[src/rtl/rtc_timekeeper.sv]
// rtc_timekeeper: 24-hour binary clock with prescaled tick, manual
// stepping, range-checked loads, HH:MM alarm and a 12-hour display view.
module rtc_timekeeper #(
    parameter int CLK_HZ   = 50000000,
    parameter int TICK_HZ  = 1,
    parameter int RST_SEC  = 0,
    parameter int RST_MIN  = 0,
    parameter int RST_HOUR = 0
) (
    input  logic       clk,
    input  logic       reset,
    input  logic       set,
    input  logic       inc_sec,
    input  logic       inc_min,
    input  logic       inc_hour,
    input  logic       load_valid,
    input  logic [5:0] load_sec,
    input  logic [5:0] load_min,
    input  logic [4:0] load_hour,
    output logic       load_ok,
    output logic       load_err,
    input  logic       alarm_wr,
    input  logic [5:0] alarm_min,
    input  logic [4:0] alarm_hour_in,
    input  logic       alarm_en,
    input  logic       mode12,
    output logic [5:0] sec,
    output logic [5:0] min,
    output logic [4:0] hour,
    output logic [4:0] hour_disp,
    output logic       pm,
    output logic       tick,
    output logic       day_wrap,
    output logic       alarm_hit
);
    localparam int DIV = CLK_HZ / TICK_HZ;
    localparam int CW  = $clog2(DIV);
    localparam logic [CW-1:0] TERM = CW'(DIV - 1);
    localparam logic [CW-1:0] ONE  = CW'(1);

    logic [CW-1:0] pcnt, pcnt_n;
    logic [2:0]    inc_q, rise;
    logic [5:0]    al_min;
    logic [4:0]    al_hour;
    logic [5:0]    sec_n, min_n, adv_sec, adv_min;
    logic [4:0]    hour_n, adv_hour;
    logic          sec_end, min_end, hour_end;
    logic          load_rng, alarm_rng, step_one;
    logic          ok_n, err_n, dw_n, hit_n;

    assign tick      = !set && (pcnt == TERM);
    assign rise      = {inc_hour, inc_min, inc_sec} & ~inc_q;
    assign step_one  = $onehot(rise);
    assign sec_end   = (sec == 6'd59);
    assign min_end   = (min == 6'd59);
    assign hour_end  = (hour == 5'd23);
    assign load_rng  = (load_sec <= 6'd59) && (load_min <= 6'd59)
                    && (load_hour <= 5'd23);
    assign alarm_rng = (alarm_min <= 6'd59) && (alarm_hour_in <= 5'd23);

    // Carry chain for a normal one-second advance
    always_comb begin
        adv_sec  = sec_end ? 6'd0 : sec + 6'd1;
        adv_min  = min;
        adv_hour = hour;
        if (sec_end) begin
            adv_min = min_end ? 6'd0 : min + 6'd1;
            if (min_end)
                adv_hour = hour_end ? 5'd0 : hour + 5'd1;
        end
    end

    always_comb begin
        sec_n  = sec;
        min_n  = min;
        hour_n = hour;
        pcnt_n = (set || tick) ? '0 : pcnt + ONE;
        ok_n   = 1'b0;
        err_n  = 1'b0;
        dw_n   = 1'b0;
        hit_n  = 1'b0;
        if (load_valid) begin
            if (load_rng) begin
                sec_n  = load_sec;
                min_n  = load_min;
                hour_n = load_hour;
                pcnt_n = '0;
                ok_n   = 1'b1;
            end else begin
                err_n  = 1'b1;
            end
        end else if (set) begin
            if (step_one) begin
                unique case (1'b1)
                    rise[0]: sec_n  = sec_end  ? 6'd0 : sec + 6'd1;
                    rise[1]: min_n  = min_end  ? 6'd0 : min + 6'd1;
                    rise[2]: hour_n = hour_end ? 5'd0 : hour + 5'd1;
                    default: ;
                endcase
            end
        end else if (tick) begin
            sec_n  = adv_sec;
            min_n  = adv_min;
            hour_n = adv_hour;
            dw_n   = sec_end && min_end && hour_end;
            hit_n  = alarm_en && (adv_sec == 6'd0)
                  && (adv_min == al_min) && (adv_hour == al_hour);
        end
        // A coincident time load owns the ok/err pulses
        if (alarm_wr && !load_valid) begin
            ok_n  = alarm_rng;
            err_n = !alarm_rng;
        end
    end

    always_ff @(posedge clk or negedge reset) begin
        if (!reset) begin
            sec       <= 6'(RST_SEC);
            min       <= 6'(RST_MIN);
            hour      <= 5'(RST_HOUR);
            pcnt      <= '0;
            inc_q     <= '0;
            al_min    <= '0;
            al_hour   <= '0;
            load_ok   <= 1'b0;
            load_err  <= 1'b0;
            day_wrap  <= 1'b0;
            alarm_hit <= 1'b0;
        end else begin
            sec       <= sec_n;
            min       <= min_n;
            hour      <= hour_n;
            pcnt      <= pcnt_n;
            inc_q     <= {inc_hour, inc_min, inc_sec};
            load_ok   <= ok_n;
            load_err  <= err_n;
            day_wrap  <= dw_n;
            alarm_hit <= hit_n;
            if (alarm_wr && alarm_rng) begin
                al_min  <= alarm_min;
                al_hour <= alarm_hour_in;
            end
        end
    end

    always_comb begin
        hour_disp = hour;
        pm        = 1'b0;
        if (mode12) begin
            pm = (hour >= 5'd12);
            if (hour == 5'd0)
                hour_disp = 5'd12;
            else if (hour > 5'd12)
                hour_disp = hour - 5'd12;
        end
    end
endmodule
[config.mk]
export PLATFORM = sky130hd
export DESIGN_NAME = rtc_timekeeper
export DESIGN_NICKNAME = d
export VERILOG_FILES = /design/src/rtl/rtc_timekeeper.sv
export SDC_FILE = /design/constraint.sdc
export NUM_CORES = 1
export LEC_CHECK = 0
export ABC_AREA = 0
export CAP_MARGIN = 20
export CORE_UTILIZATION = 33
export CTS_CLUSTER_SIZE = 20
export DETAILED_ROUTE_END_ITERATION = 10
export GPL_ROUTABILITY_DRIVEN = 0
export SLEW_MARGIN = 25
export SYNTH_ARGS = -nofsm -noshare
export SYNTH_HDL_FRONTEND = slang
export SYNTH_SLANG_ARGS = --single-unit
[constraint.sdc]
create_clock -name clk -period 5.3 [get_ports clk]
set_input_delay 0.795 -clock clk [delete_from_list [all_inputs] [get_ports clk]]
set_output_delay 0.795 -clock clk [all_outputs]
set_load 0.005 [all_outputs]
* Word-level counts from Yosys, hierarchy flattened
Cells that the tools add are included. Widths: inputs -> output; s select.
Storage, ports and cells: register bits after elaboration 61, output and inout bits 28, logic and storage cells 103
Operators by class: add/subtract/negate cells 7, $lt $le $gt $ge 7, equality and inequality tests 12, muxes and demuxes 43, bitwise logic cells 2, reduce and logical (&&, ||, !) cells 21
Operator list (count):
- $mux 6 | 15
- $mux 26 | 3
- $mux 5 | 12
- $add 26x1->26 const B | 1
- $eq 26x26->1 const B | 1
- $le 6x6->1 const B | 3
- $mux 1 | 13
- $add 6x1->6 const B | 2
- $eq 6x6->1 const B | 2
- $ne 3x1->1 const B | 4
- $reduce_and 4->1 | 3
- $logic_and 1x1->1 | 11
- $le 5x5->1 const B | 2
- $eq 6x6->1 | 1
- $logic_not 6->1 | 1
- $add 5x1->5 const B | 1
- $eq 5x5->1 | 1
- $eq 5x5->1 const B | 1
- $ge 5x4->1 const B | 1
- $gt 5x4->1 const B | 1
- $logic_not 5->1 | 1
- $sub 5x4->5 const B | 1
- $and 3x3->3 | 1
- $logic_not 1->1 | 3
- other kinds (7) | 7

* Depth between registers and ports, before layout
Gate-level depths: netlist of the first run.
word-level depth 9, mapped depth 8

* Least setup slack after synthesis of the first run
Ideal clock, no wire load.
path type input -> register, start point input port inc_sec, end point register min[2], library setup time 125 ps, arrival time 2584 ps, data required time 5175 ps, setup slack 2591 ps, stages on the path 6, cell sequence nor2b_1 -> fa_1 -> nand3b_1 -> or3b_2 -> a21oi_4 -> mux2_2
On the way: word-level cells in the longest chain between the ends 6
RTL lines:
- start, declared | RTL line 13 | input logic inc_sec,
- $and 3x3->3 | RTL line 52 | assign rise = {inc_hour, inc_min, inc_sec} & ~inc_q;
- $add 1x1->2 (implied by the code) | RTL line 53 | assign step_one = $onehot(rise);
- $add 2x1->2 (implied by the code) | RTL line 53
- $eq 2x1->1 | RTL line 53
- $ne 3x1->1 (no source line)
- $reduce_and 4->1 (no source line)
- end signal, assigned | RTL line 119 | min <= 6'(RST_MIN);
- end signal, assigned | RTL line 131 | min <= min_n;
- end, declared | RTL line 28 | output logic [5:0] min,
Every way passes these cells. A chain may end at the register's enable or synchronous reset.

* Worst setup path in the final report of the first run
start point input port set, end point output port tick
On the way: word-level cells in the longest chain between the ends 2
RTL lines:
- start, declared | RTL line 12 | input logic set,
- $logic_not 1->1 | RTL line 51 | assign tick = !set && (pcnt == TERM);
- $logic_and 1x1->1 | RTL line 51
- end, declared | RTL line 32 | output logic tick,
Every way passes these cells.

==> results of run 1 <==
==> worst max-delay path, cell delays in order <==
cell and delay (ns):
clkdlybuf4s50_1 0.55, or4_4 0.65, clkinv_4 0.10, clkdlybuf4s50_1 0.51
==> metrics by stage <==
| stage | util, % | setup WS, ns | hold WS, ns | instances |
|---|---|---|---|---|
| 2_1_floorplan | - | 2.59 | 0.476 | 432 |
| 3_3_place_gp | 40.6 | 1.92 | 0.504 | 624 |
| 3_5_place_dp | 40.6 | 1.91 | 0.516 | 624 |
| 4_1_cts | 43.4 | 1.91 | 0.523 | 640 |
| 5_1_grt | 43.4 | 1.85 | 0.545 | 640 |
| 6_report | 43.4 | 1.90 | 0.523 | 640 |
==> kinds of logic after synthesis <==
kind of cell	synth area share (%)
AOI/OAI and AO/OA	16.2
buffers and inverters	4.01
and+or+nand+nor	23.6
adders and majority gates	3.05
DFF	38.8
muxes	6.14
xor gates and xnor gates	8.24
==> power breakdown <==
part / internal [mW] / switching [mW] / leakage [nW]
Clock: 0.423 / 0.216 / 0.158
Sequential: 0.512 / 0.0955 / 0.777
Combinational: 0.243 / 0.235 / 1.04
==> layout by cell type (no fill, tap or decap), types with 11 or more instances in the layout <==
cell,count
a21oi_1,24
clkdlybuf4s50_1,64
dfrtp_1,61
inv_1,14
mux2_2,17
nand2_1,33
nand3_1,19
nand4_1,12
nor2_1,49
nor3_1,11
o21ai_0,27
xnor2_1,20
xor2_1,17
==> sequential cells by signal, summed over array words and instances, names as in the netlist <==
| name | count |
|---|---|
| load_err | 1 |
| al_min | 6 |
| day_wrap | 1 |
| load_ok | 1 |
| sec | 6 |
| inc_q | 3 |
| al_hour | 5 |
| alarm_hit | 1 |
| pcnt | 26 |
| hour | 5 |
| min | 6 |
==> worst paths after layout <==
path	start	endpoint	slack, ns
hold reg to reg	al_min[2]	al_min[2]	0.52
setup / recovery	set	tick	1.90
setup reg to reg	sec[0]	alarm_hit	2.85
max in group asynchronous	reset	pcnt[3]	4.12
hold / removal	al_min[2]	al_min[2]	0.52
min in group asynchronous	reset	al_min[4]	0.65
==> cell type report <==
| type | count | area [um^2] |
|---|---|---|
| well taps | 143 | 179 |
| inverters | 15 | 61.3 |
| fillers | 1169 | 6520 |
| repair buffers | 67 | 661 |
| flip-flops and latches | 61 | 1530 |
| clock inverters | 6 | 86.3 |
| clock buffers | 10 | 239 |
| multi-input cells | 338 | 2250 |
==> metal layers <==
metal  part of all wire, %  vias up  routed length [um]
met1                    44     1663                4770
met4                   2.9        0                 307
li1                      -     1693                   -
met5                     0        -                   0
met2                    47       97                5010
met3                   6.3       23                 675
==> flow_summary_export.csv, run 1 <==
group,metric,value,unit
status,outcome,"finished with violations",
status,violations,"design-rule violations",
synth,synth_area_leaders,"dfrtp_1, mux2_2, nor2_1, xnor2_1, xor2_1",
cells_and_area,finalInstanceArea,0.00500,mm^2
hold_path,hp-class,"flip-flop to flip-flop",
global_route,track_usage,18.2,%
synth,synth_edf_count,0,
pwr,peakVddDrop,137,uV
routing,routedWlPerCell,16.8,um
pwr,leakage,1.98,nW
synth,syn-num-nets,479,
pwr,p_total,1.73,mW
floorplan,rows,39,
hold_path,worstHoldPathCells,1,
global_route,grt_antenna_before_repair,0,
synth,synth_seq_cells,61,
place,placed_area,0.00468,mm^2
critical_path,critPathKind,"input port to output port",
global_route,grt_pass1_vias,3430,
global_route,grtUsageMet3,5.90,%
sta,finalHoldViolCount,0,
critical_path,cp.required,4.51,ns
routing,drcViolationCount,18,
clocking,clock_latency,0.33,ns
floorplan,core_area,0.0115,mm^2
sta,fin_crit_sh,64.1,%
synth,synth_ff_type,"dfrtp_1",
synth,yosys_warnings,0,
clocking,clk_pin_slew,0.05,ns
floorplan,start_util,34.1,%
clocking,cts-resized-gates,0,
synth,synth.avg_cell_area,9.10,um^2
job,drv_cap,0,
global_route,grt_overflow_total,0,
global_route,gr-max-usage-layer,"met2",
routing,ant_nets,0,
place,port_buffers,65,
routing,drt-initial-drc-count,246,
synth,synth.most_common_cell,"dfrtp_1",
clocking,cts_tree,"done",
synth,netlist_area,0.00393,mm^2
sta,worst_pin_slew,0.827,ns
routing,drtPass1Iterations,7,
floorplan,ios,66,
sta,tns,0,ns
global_route,grt_use_met1,22.2,%
global_route,use_met2,29.3,%
floorplan,dieHeight,111,um
synth,synth_common_cells,"dfrtp_1, nor2_1, nand2_1",
synth,yosysTopAreaCell,"dfrtp_1",
routing,wl,10800,um
critical_path,endpoint_kind,"output port",
critical_path,critPathArrivalTime,2.60,ns
synth,ys_types,70,
critical_path,reg2reg_depth,7,
critical_path,worst-path-max-fanout,8,
synth,synth_top_area_share,38.8,%
synth,ys_seq_area_share,38.8,%
pwr,p_per_area,345,mW/mm^2
sta,drv_slew,0,
clocking,cts_buffers,9,
sta,max_freq,0.294,GHz
global_route,grt_max_degree,62,
place,hpwl,7890,um
cells_and_area,n_antenna_cell,0,
critical_path,crit_path_start_kind,"input port",
clocking,cts_sinks,61,
floorplan,fp.dieW,111,um
cells_and_area,drive_gt1_share,11.3,%
sta,skew,0.00526,ns
synth,postSynthCellCount,432,
clocking,postCtsHoldBufs,0,
sta,finalCriticalPeriod,3.40,ns
synth,postSynth.asyncResetShare,100,%
clocking,htree_num_levels,3,
sta,grt_setup_unrepaired,"false",
routing,avgViaCountPerCell,5.43,
cells_and_area,areaGrowthSynthToFinish,27.2,%
clocking,post-cts-setup-buffers,0,
floorplan,dieArea,0.0124,mm^2
global_route,grt_first_pass_wirelength,17500,um
routing,dr_total_vias,3476,
cells_and_area,finalNetCount,539,
clocking,cts_root_buffer,"clkbuf_16",
clocking,cts_buffer_depth,2,
sta,slew_headroom,44.9,%
sta,setup_viol,0,
(Power assumes the default switching activity.)
==> inputs of run 2 (changes only) <==
==> constraint.sdc (replaced) <==
create_clock -name clk -period 2.86 [get_ports clk]
set_input_delay 0.429 -clock clk [delete_from_list [all_inputs] [get_ports clk]]
set_output_delay 0.429 -clock clk [all_outputs]
set_load 0.005 [all_outputs]
==> run 2 against run 1 <==
Effect of this change: the flow still finishes with violations (design-rule violations); core utilization rose by 1.3 points; non-clock buffer count rose by 18; clock power rose by 86%; clock-buffer cell count did not move; highest routed layer unchanged; total power rose by 87%; combinational power rose by 95%; setup slack got worse by 1.8 ns; final cell count rose by 2.8%; wire length fell by 0.49%; flip-flop and latch count did not move; die area did not move.
==> flow_summary_export.csv, run 2 (synthesized netlist as in run 1, its figures left out) <==
group,metric,value,unit
status,outcome,"finished with violations",
status,violations,"design-rule violations",
critical_path,crit_path_start_kind,"flip-flop",
pwr,peakVddDrop,249,uV
hold_path,hp-class,"input port to asynchronous set/reset pin",
pwr,seqPwrFrac,34.4,%
critical_path,reg2reg_depth,7,
critical_path,critPathKind,"flip-flop to output port",
clocking,cts_buffer_depth,2,
cells_and_area,regMostFlops,"pcnt",
routing,drcViolationCount,18,
global_route,grt_use_met1,23.1,%
routing,dr_total_vias,3605,
clocking,clk_pin_slew,0.06,ns
sta,setup_viol,0,
place,dp_cells,632,
global_route,grt_max_degree,62,
clocking,cts_sinks,61,
sta,skew,0.00566,ns
floorplan,start_util,34.1,%
place,hpwl,7840,um
sta,setup_ws,0.0709,ns
floorplan,core_area,0.0115,mm^2
sta,timing.hold.ws,0.246,ns
clocking,cts_root_buffer,"clkbuf_16",
sta,fin_crit_sh,97.5,%
pwr,swShare,32.2,%
global_route,gr-max-usage-layer,"met2",
floorplan,fp.dieW,111,um
floorplan,ios,66,
cells_and_area,n_antenna_cell,0,
pwr,p_sw,1.04,mW
job,drv_cap,0,
cells_and_area,fillers,1108,
routing,ant_nets,0,
critical_path,endpoint_kind,"output port",
global_route,track_usage,17.9,%
sta,max_freq,0.359,GHz
place,pre_cts_slack,-0.0351,ns
critical_path,cp.required,2.43,ns
pwr,p_per_area,628,mW/mm^2
floorplan,dieHeight,111,um
pwr,power.share.clock,36.7,%
cells_and_area,final_cell_mix,"clkdlybuf4s50_1, dfrtp_1, nor2_1",
pwr,leakage,2.07,nW
global_route,grt_pass1_vias,3481,
clocking,cts_buffers,9,
pwr,p_total,3.23,mW
place,port_buffers,65,
sta,worst_pin_slew,0.830,ns
cells_and_area,largest_reg_flops,26,
routing,routedWlPerCell,16.3,um
sta,slew_headroom,44.7,%
pwr,p_int,2.19,mW
cells_and_area,areaGrowthSynthToFinish,31.0,%
critical_path,worst-path-max-fanout,4,
global_route,grt_overflow_total,0,
routing,wl,10700,um
global_route,grtUsageMet3,4.92,%
sta,finalHoldViolCount,0,
global_route,grt_antenna_before_repair,0,
clocking,clock_latency,0.33,ns
global_route,grt_first_pass_wirelength,17400,um
global_route,use_met2,27.4,%
cells_and_area,finalNetCount,557,
routing,drtPass1Iterations,8,
clocking,htree_num_levels,3,
cells_and_area,drive_gt1_share,15.1,%
routing,avgViaCountPerCell,5.48,
critical_path,critPathArrivalTime,2.36,ns
pwr,combPwrFrac,28.9,%
floorplan,rows,39,
routing,drt-initial-drc-count,238,
cells_and_area,final_cells,658,
sta,tns,0,ns
floorplan,dieArea,0.0124,mm^2
cells_and_area,layout_commonest_cell,"clkdlybuf4s50_1",
clocking,postCtsHoldBufs,0,
sta,finalCriticalPeriod,2.79,ns
sta,drv_slew,0,
clocking,cts_tree,"done",
-- run 2: cell types whose count changed in the layout (fill, tap and decap cells not counted), sizes merged --
| cell | delta |
|---|---|
| clkinvlp | -1 |
| buf | +18 |
| inv | +1 |
-- run 2: worst max-delay path: stages, from the launching register on --
cell             delay (ns)
dfrtp_1                0.40
and4bb_2               0.30
nand4_1                0.16
or4_4                  0.59
clkinv_4               0.09
clkdlybuf4s50_1        0.49
-- run 2: final timing paths --
| kind | from | endpoint | slack (ns) |
|---|---|---|---|
| worst max-delay path | pcnt[9] | tick | 0.07 |
| worst min-delay path | reset | al_min[5] | 0.25 |
| worst max register to register | sec[0] | min[5] | 0.47 |
| worst min register to register | pcnt[0] | pcnt[0] | 0.52 |
| max in group asynchronous | reset | pcnt[17] | 2.01 |
| min in group clk | pcnt[0] | pcnt[0] | 0.52 |
-- run 2: stage by stage --
stage	cell area, um^2	utilization [%]
2_1_floorplan	3930	-
3_3_place_gp	4740	41.1
3_5_place_dp	4740	41.1
4_1_cts	5080	44.1
5_1_grt	5150	44.7
6_report	5150	44.7
-- run 2: cell type report --
type | count | area, um^2 | area share [%]
Multi-Input combinational cell | 338 | 2260 | 43.9
Sequential cell | 61 | 1530 | 29.7
Timing Repair Buffer | 85 | 796 | 15.5
Clock buffer | 10 | 229 | 4.45
Tap cell | 143 | 179 | 3.47
Clock inverter | 6 | 95.1 | 1.85
Inverter | 15 | 61.3 | 1.19
-- run 2: repair_timing --
action | 4_1_cts | 5_1_grt
setup endpoints to repair | 1 | 3
resized for setup | 1 | 5
pin swaps | 2 | 2
setup buffers | 2 | 8
-- run 2: layer usage --
layer  share of wire, %  up-vias  wire, um
met5                  0        -         0
li1                   -     1719         -
met2                 46      105      4880
met1                 45     1759      4860
met4                2.8        0       298
met3                6.3       22       678
-- run 2: power by group through the flow --
stage	Clock, mW	Sequential [mW]	Combinational (mW)
global route	1.25	1.13	1.02
global placement	0	1.12	0.912
detailed placement	0	1.12	0.917
CTS	1.22	1.11	0.923
finish	1.19	1.11	0.934
floorplan	0	1.06	0.561
==> inputs of run 3 (changes only) <==
--- a/config.mk
+++ b/config.mk
@@ -7,6 +7,7 @@
 export LEC_CHECK = 0
 export ABC_AREA = 0
 export CAP_MARGIN = 20
+export CORE_MARGIN = 2
 export CORE_UTILIZATION = 33
 export CTS_CLUSTER_SIZE = 20
 export DETAILED_ROUTE_END_ITERATION = 10
==> run 3 against run 2 <==
Effect of this change: final cell count is the same; largest cell class unchanged; critical endpoint is now hour_disp[3]; highest routed layer unchanged; clock power shrank 8%; hold slack lost 0.13 ns; largest power group is now sequential cells; the run still ends with design-rule violations left.
==> flow_summary_export.csv, run 3 (synthesized netlist as in run 1, its figures left out) <==
group,metric,value,unit
sta,tns,0,ns
floorplan,start_util,34.1,%
cells_and_area,final_cell_mix,"clkdlybuf4s50_1, dfrtp_1, nor2_1",
sta,worst_pin_slew,0.616,ns
pwr,leakage,2.08,nW
critical_path,crit_path_start_kind,"flip-flop",
floorplan,dieHeight,113,um
global_route,grt_overflow_total,0,
cells_and_area,largest_reg_flops,26,
critical_path,critPathArrivalTime,2.19,ns
routing,routedWlPerCell,16.4,um
critical_path,reg2reg_depth,8,
global_route,track_usage,17.4,%
cells_and_area,regMostFlops,"pcnt",
hold_path,hp-class,"input port to asynchronous set/reset pin",
job,drv_cap,0,
cells_and_area,drive_gt1_share,15.1,%
critical_path,worst-path-max-fanout,7,
routing,drtPass1Iterations,8,
floorplan,rows,39,
pwr,p_per_area,610,mW/mm^2
sta,timing.hold.ws,0.119,ns
status,outcome,"finished with violations",
cells_and_area,n_antenna_cell,0,
cells_and_area,finalInstanceArea,0.00516,mm^2
routing,ant_nets,0,
sta,drv_slew,0,
routing,wl,10800,um
cells_and_area,final_cells,658,
cells_and_area,finalNetCount,558,
global_route,grt_max_degree,39,
routing,avgViaCountPerCell,5.38,
cells_and_area,areaGrowthSynthToFinish,31.3,%
clocking,clock_latency,0.33,ns
routing,dr_total_vias,3539,
cells_and_area,layout_commonest_cell,"clkdlybuf4s50_1",
sta,grt_setup_unrepaired,"false",
floorplan,ios,66,
sta,slew_headroom,58.9,%
clocking,cts_buffers,9,
place,port_buffers,65,
clocking,cts_root_buffer,"clkbuf_16",
global_route,grt_first_pass_wirelength,17800,um
clocking,htree_num_levels,3,
pwr,peakVddDrop,280,uV
place,dp_cells,636,
place,hpwl,8100,um
floorplan,fp.dieW,113,um
floorplan,core_area,0.0115,mm^2
clocking,cts_sinks,61,
sta,skew,0.00716,ns
clocking,postCtsHoldBufs,0,
sta,fin_crit_sh,91.6,%
sta,finalHoldViolCount,0,
global_route,grt_antenna_before_repair,0,
routing,drt-initial-drc-count,269,
status,violations,"design-rule violations",
critical_path,cp.required,2.43,ns
routing,drcViolationCount,7,
sta,finalCriticalPeriod,2.62,ns
cells_and_area,fin_util,44.8,%
clocking,cts_tree,"done",
clocking,clk_pin_slew,0.05,ns
floorplan,dieArea,0.0128,mm^2
critical_path,endpoint_kind,"output port",
sta,setup_viol,0,
sta,max_freq,0.382,GHz
clocking,cts_buffer_depth,2,
place,placed_area,0.00478,mm^2
global_route,grt_pass1_vias,3499,
critical_path,critPathKind,"flip-flop to output port",
[run 3: final cells by class]
class	count	area (um^2)
Fill cell	1129	6350
Multi-Input combinational cell	338	2280
Sequential cell	61	1530
Timing Repair Buffer	86	818
Clock buffer	11	253
Tap cell	143	179
Inverter	15	61.3
Clock inverter	4	47.5
[run 3: path summary, 6_finish.rpt]
| check | startpoint | end | slack, ns |
|---|---|---|---|
| max in group asynchronous | reset | min[2] | 2.12 |
| worst min-delay path | reset | load_err | 0.12 |
| worst min register to register | al_min[2] | al_min[2] | 0.53 |
| worst max register to register | pcnt[9] | min[2] | 0.40 |
| min in group clk | al_min[2] | al_min[2] | 0.53 |
| worst max-delay path | hour[1] | hour_disp[3] | 0.24 |
[run 3: metal layers]
metal,GRT usage (%),vias up,share of wire (%)
li1,-,1723,-
met1,22.1,1692,44
met2,28.1,103,47
met3,4.28,21,5.9
met4,8.05,0,3.2
met5,0,-,0
[run 3: timing repair]
item | CTS | global route
endpoints found under the setup margin | 1 | 3
pin swaps | 1 | 3
gates resized for setup | 1 | 7
buffers inserted | 0 | 7
[run 3: through the flow]
stage	power [mW]	setup WS, ns
after global routing	3.33	0.0107
after CTS	3.17	0.00582
after detailed placement	2.05	-0.00657
after global placement	2.04	0.0192
final	3.15	0.240
after floorplan	1.62	0.517
[run 3: report_power, final]
group          switching, mW  total [mW]  internal [mW]
Clock                  0.381        1.09          0.713
Sequential             0.154        1.11          0.951
Combinational          0.468       0.949          0.482
[run 3: critical path: stages, from the launching register on]
cell             delay [ns]
dfrtp_2                0.46
inv_1                  0.15
ha_2                   0.25
a21oi_1                0.08
o21ai_1                0.19
nor2_1                 0.06
o21ai_0                0.15
clkdlybuf4s50_1        0.52
